$ cat config.mk
export PLATFORM = sky130hd
export DESIGN_NAME = sketch_sram_update
export DESIGN_NICKNAME = d
export VERILOG_FILES = /design/src/rtl/sketch_sram_update.sv
export SDC_FILE = /design/constraint.sdc
export NUM_CORES = 1
export LEC_CHECK = 0
export ABC_AREA = 1
export BUFFER_PORTS_ARGS = -buffer_cell sky130_fd_sc_hd__buf_4
export CAP_MARGIN = 20
export CORE_ASPECT_RATIO = 1.2
export CORE_MARGIN = 2
export CORE_UTILIZATION = 35
export CTS_CLUSTER_DIAMETER = 100
export DETAILED_ROUTE_END_ITERATION = 6
export RECOVER_POWER = 25
export SLEW_MARGIN = 5
export SYNTH_ARGS = -nofsm -noshare
export SYNTH_HDL_FRONTEND = slang
export SYNTH_SLANG_ARGS = --single-unit
$ cat constraint.sdc
create_clock -name axi_aclk -period 2.8 [get_ports axi_aclk]
set_input_delay 0.14 -clock axi_aclk [delete_from_list [all_inputs] [get_ports axi_aclk]]
set_output_delay 0.14 -clock axi_aclk [all_outputs]
set_load 0.02 [all_outputs]
$ cat src/rtl/sketch_sram_update.sv
// Read-modify-write updater for an SRAM-resident sketch table, with a full-table clear sweep.
// Define SKETCH_PKT_CNT_EN to split each word into a 12-bit packet count and a byte count.
module sketch_sram_update #(
  parameter int ADDR_WIDTH = 16,
  parameter int DATA_WIDTH = 32
) (
  input  logic                  axi_aclk,
  input  logic                  axi_aresetn,
  input  logic                  upd_valid,
  output logic                  upd_ready,
  input  logic [15:0]           upd_id,
  input  logic [15:0]           upd_bytes,
  input  logic                  clear_start,
  output logic                  clear_busy,
  output logic                  sram_req,
  output logic                  sram_we,
  output logic [ADDR_WIDTH-1:0] sram_addr,
  output logic [DATA_WIDTH-1:0] sram_wdata,
  input  logic                  sram_gnt,
  input  logic [DATA_WIDTH-1:0] sram_rdata,
  input  logic                  sram_rvalid,
  output logic [31:0]           upd_count,
  output logic                  sat_flag
);

  typedef enum logic [2:0] {
    S_IDLE,
    S_RD_REQ,
    S_RD_WAIT,
    S_WR_REQ,
    S_CLR
  } state_e;

  state_e                state_q, state_d;
  logic [ADDR_WIDTH-1:0] addr_q, addr_d;
  logic [15:0]           bytes_q, bytes_d;
  logic [DATA_WIDTH-1:0] word_q, word_d;
  logic [ADDR_WIDTH-1:0] sweep_q, sweep_d;
  logic [31:0]           count_q, count_d;
  logic                  sat_q, sat_d;
  logic                  rst_done_q;

  logic [DATA_WIDTH-1:0] new_word;
  logic                  sat_hit;

  // Only the low ADDR_WIDTH bits of the hashed ID address the table.
  if (ADDR_WIDTH < 16) begin : g_id_unused
    logic unused_id_hi;
    assign unused_id_hi = ^upd_id[15:ADDR_WIDTH];
  end

`ifdef SKETCH_PKT_CNT_EN
  localparam int BW = DATA_WIDTH - 12;
  logic [12:0] pkt_sum;
  logic [BW:0] byte_sum;

  always_comb begin
    pkt_sum  = {1'b0, sram_rdata[DATA_WIDTH-1 -: 12]} + 13'd1;
    byte_sum = {1'b0, sram_rdata[BW-1:0]} + (BW+1)'(bytes_q);
    new_word = {(pkt_sum[12]  ? {12{1'b1}} : pkt_sum[11:0]),
                (byte_sum[BW] ? {BW{1'b1}} : byte_sum[BW-1:0])};
    sat_hit  = pkt_sum[12] | byte_sum[BW];
  end
`else
  logic [DATA_WIDTH:0] sum;

  always_comb begin
    sum      = {1'b0, sram_rdata} + (DATA_WIDTH+1)'(bytes_q);
    new_word = sum[DATA_WIDTH] ? {DATA_WIDTH{1'b1}} : sum[DATA_WIDTH-1:0];
    sat_hit  = sum[DATA_WIDTH];
  end
`endif

  // NOTE: every signal gets a default before the case so no path leaves one unassigned (no latches).
  always_comb begin
    state_d    = state_q;
    addr_d     = addr_q;
    bytes_d    = bytes_q;
    word_d     = word_q;
    sweep_d    = sweep_q;
    count_d    = count_q;
    sat_d      = sat_q;
    upd_ready  = 1'b0;
    sram_req   = 1'b0;
    sram_we    = 1'b0;
    sram_addr  = '0;
    sram_wdata = '0;
    clear_busy = 1'b0;

    unique case (state_q)
      S_IDLE: begin
        // rst_done_q holds upd_ready low until the first cycle after reset release.
        if (rst_done_q) begin
          if (clear_start) begin
            state_d = S_CLR;
            sweep_d = '0;
          end else begin
            upd_ready = 1'b1;
            if (upd_valid) begin
              addr_d  = upd_id[ADDR_WIDTH-1:0];
              bytes_d = upd_bytes;
              state_d = S_RD_REQ;
            end
          end
        end
      end
      S_RD_REQ: begin
        sram_req  = 1'b1;
        sram_addr = addr_q;
        if (sram_gnt) state_d = S_RD_WAIT;
      end
      S_RD_WAIT: begin
        if (sram_rvalid) begin
          word_d  = new_word;
          sat_d   = sat_q | sat_hit;
          state_d = S_WR_REQ;
        end
      end
      S_WR_REQ: begin
        sram_req   = 1'b1;
        sram_we    = 1'b1;
        sram_addr  = addr_q;
        sram_wdata = word_q;
        if (sram_gnt) begin
          count_d = count_q + 32'd1;
          state_d = S_IDLE;
        end
      end
      S_CLR: begin
        clear_busy = 1'b1;
        sram_req   = 1'b1;
        sram_we    = 1'b1;
        sram_addr  = sweep_q;
        if (sram_gnt) begin
          if (sweep_q == {ADDR_WIDTH{1'b1}}) state_d = S_IDLE;
          else                               sweep_d = sweep_q + ADDR_WIDTH'(1);
        end
      end
      default: state_d = S_IDLE;
    endcase
  end

  // NOTE: state registers use non-blocking assignments so all flops update together at the edge.
  always_ff @(posedge axi_aclk) begin
    if (!axi_aresetn) begin
      state_q    <= S_IDLE;
      addr_q     <= '0;
      bytes_q    <= '0;
      word_q     <= '0;
      sweep_q    <= '0;
      count_q    <= '0;
      sat_q      <= 1'b0;
      rst_done_q <= 1'b0;
    end else begin
      state_q    <= state_d;
      addr_q     <= addr_d;
      bytes_q    <= bytes_d;
      word_q     <= word_d;
      sweep_q    <= sweep_d;
      count_q    <= count_d;
      sat_q      <= sat_d;
      rst_done_q <= 1'b1;
    end
  end

  assign upd_count = count_q;
  assign sat_flag  = sat_q;

endmodule

==> impl_metrics.toml <==
[drt]
drt-initial-drc-count = 356
via_count = 7792
avgViaCountPerCell = 4.720
drt_wl_total_um = 21330
drt_first_pass_iters = 5
ant_nets = 0
drc = 0
wl_per_cell_um = 12.92

[timing]
setup_ws_ns = 0.3163
fin_crit_ns = 2.484
hold_viol = 0
setup_violations = 0
relSlewSlack_pct = -11.14
drv_slew = 40
period_share_pct = 88.70
worst_pin_slew_ns = 1.667
setup_tns_ns = 0
rsz0062_at_grt = "false"
clock-skew-final_ns = 0.007769
max_freq_mhz = 402.6

[logic_synthesis]
synth_area_per_cell_um2 = 6.100
synth_seq_area_share_pct = 32.19
synthSimpleGateAreaFrac_pct = 37.60
async_flop_share_pct = 0
synth_area_mm2 = 0.007277
synth_compound_area_share_pct = 11.90
synth-xor-area-share_pct = 3.370
synth_top_family_by_area = "simple AND/OR/NAND/NOR gates"
synth_edf_count = 0
synthMuxAreaShare_pct = 0
synth_warnings = 0
ys.flop_type = "dfxtp_1"
yosys_register_bits = 117
synthCells = 1193
yosysTopAreaCellShare_pct = 32.19
synthTopCellsByArea = "dfxtp_1 (32%), nand2_1 (15%), nor2_1 (11%)"
synth_nets = 1282
ys_types = 41
synthAdderAreaFrac_pct = 3.370
yosys.area.top_type = "dfxtp_1"

[place]
io_buffers = 154
gp_congestion = 0.8722
place_hpwl_um = 16070
place_ws_ns = 0.5390

[critical_path]
required_ns = 2.66
arrival_ns = 2.34
cp-end-kind = "output port"
rr_startpoint = "state_q[2]"
slowest_delay_ns = 0.47
slowest_stage = "nand2_1"
critPathMaxFanout = 19
start_kind = "flop"
critPathBufInv = 2
critPathKind = "flop to output port"
path_cells = "nor2_8 -> nand2_1 -> buf_4 -> nor2_1 -> buf_4"
startpoint = "state_q[2]"
path_delay_family = "simple AND/OR/NAND/NOR gates"
critPathMostFrequentCell = "buf_4"

[layout]
most-common-layout-cells = "nand2_1 (296), nor2_1 (221), inv_1 (172)"
ff_latch_area_mm2 = 0.002342
nNetsFinal = 1462
n_antenna_cell = 0
drive_gt1_share_pct = 13.56
syn2layout_area_growth_pct = 29.73
nFillCells = 2202
multi_input_area_mm2 = 0.004085
layout_commonest_cell = "nand2_1"

[worst_hold_path]
hold_start = "sram_rdata[16]"
holdCritPathClass = "input port to flop"

[run_status]
violations = "max-capacitance violations, max-slew violations"
status = "finished, violations left"

[pwr]
powerDensity_mw_per_mm2 = 584.0
leakage_nw = 4.245
peakVddDrop_v = 0.0004125

[global_route]
grt_pass1_vias = 7310
antenna_found_initial = 0
grt_use_total_pct = 19.57
grt_pass1_wl_um = 34440
overflow = 0
grt_max_degree = 40

[cts]
clkTransAtPathRegs_ns = 0.06
cts_tree = "done"
htreeDepth = 4
cts_buffer_depth = 2
clock_latency_ns = 0.42
tritoncts.num_buffers = 17
cts.sinks = 117
cts-root-buf = "clkbuf_16"
cts_setup_buffers = 0

[floorplanning]
rows = 57
start_util_pct = 35.80
dieArea_mm2 = 0.02197
die_w_um = 135.6
io_pins = 155
core-area_mm2 = 0.02033
dieHeight_um = 162.0

[job]
drv_cap = 1
## worst min-delay path: cells and delay by family
kind	cells	cell delay, ns
buffers and inverters	1	0.11
and+or+nand+nor	2	0.12
xor gates and xnor gates	1	0.06
## power by group
part	switching (mW)	leakage (nW)	total [mW]	internal (mW)
clock network	0.828	0.288	2.27	1.44
registers	0.0984	0.948	1.93	1.83
logic	0.863	3.01	1.31	0.451
total	1.79	4.24	5.51	3.72
## stage by stage
step / cells / utilization, % / hold WS (ns) / cell area, um2 / power (mW)
after CTS: 1651 / 47.18 / 0.03094 / 9589 / 5.579
after global routing: 1651 / 46.45 / 0.04991 / 9440 / 5.826
final: 1651 / 46.45 / 0.04727 / 9440 / 5.513
after floorplan: 1193 / - / 0.1677 / 7277 / 2.875
after global placement: 1587 / 42.60 / 0.3940 / 8660 / 3.248
after detailed placement: 1587 / 42.60 / 0.3968 / 8660 / 3.257
## cell usage after synthesis, types with 2 or more instances
master	number
nand3_2	2
o21ai_0	85
inv_1	172
nand2_1	296
xnor2_1	4
a22o_1	2
nand3_4	2
or2_2	3
nor3_2	3
buf_6	2
nor4_1	2
nor2_4	3
o21ai_1	10
nor2_1	220
a31oi_1	2
a21oi_1	63
buf_2	5
buf_4	4
nand2_2	5
dfxtp_1	117
a32o_1	3
and3_1	3
nand3_1	61
nor3_1	26
nand4_1	14
buf_1	2
nor2_2	4
inv_2	8
clkbuf_1	18
ha_1	18
xor2_1	24
## registers in the layout, indices dropped and copies added (netlist names)
name,cells
bytes_q,16
upd_count,32
sweep_q,16
sat_flag,1
rst_done_q,1
word_q,32
addr_q,16
state_q,3
## cell families after synthesis
kind of cell	after synthesis
flip-flops	117
XOR/XNOR	28
adder cells (fa/ha/maj)	19
buffers and inverters	214
AND/OR/NAND/NOR	648
AO/OA/AOI/OAI	167
## per-layer routing
metal / GRT usage [%] / wire, um
met5: 0 / 0
met3: 3.215 / 850
met1: 22.54 / 9377
met4: 6.250 / 352
met2: 36.46 / 10750
## area by class of cell
cell class	instances	area share, %
well taps	265	3.512
clock buffers	20	4.838
repair buffers	193	14.70
inverters	182	7.250
flip-flops and latches	117	24.81
clock inverters	12	1.617
multi-input cells	862	43.27
## worst paths after layout
check                           slack (ns)             end  cells past startpoint
worst max-delay path                  0.32  sram_wdata[26]                      5
worst min-delay path                  0.05      word_q[16]                      4
worst max register to register        0.41   upd_count[17]                      9
worst min register to register        0.47        sat_flag                      2
## what timing repair did
item / 4_1_cts / 5_1_grt
hold endpoints to repair: 32 / 0
resized for setup: 0 / 0
hold buffers: 32 / 0
Power figures use the tool's default switching activity.
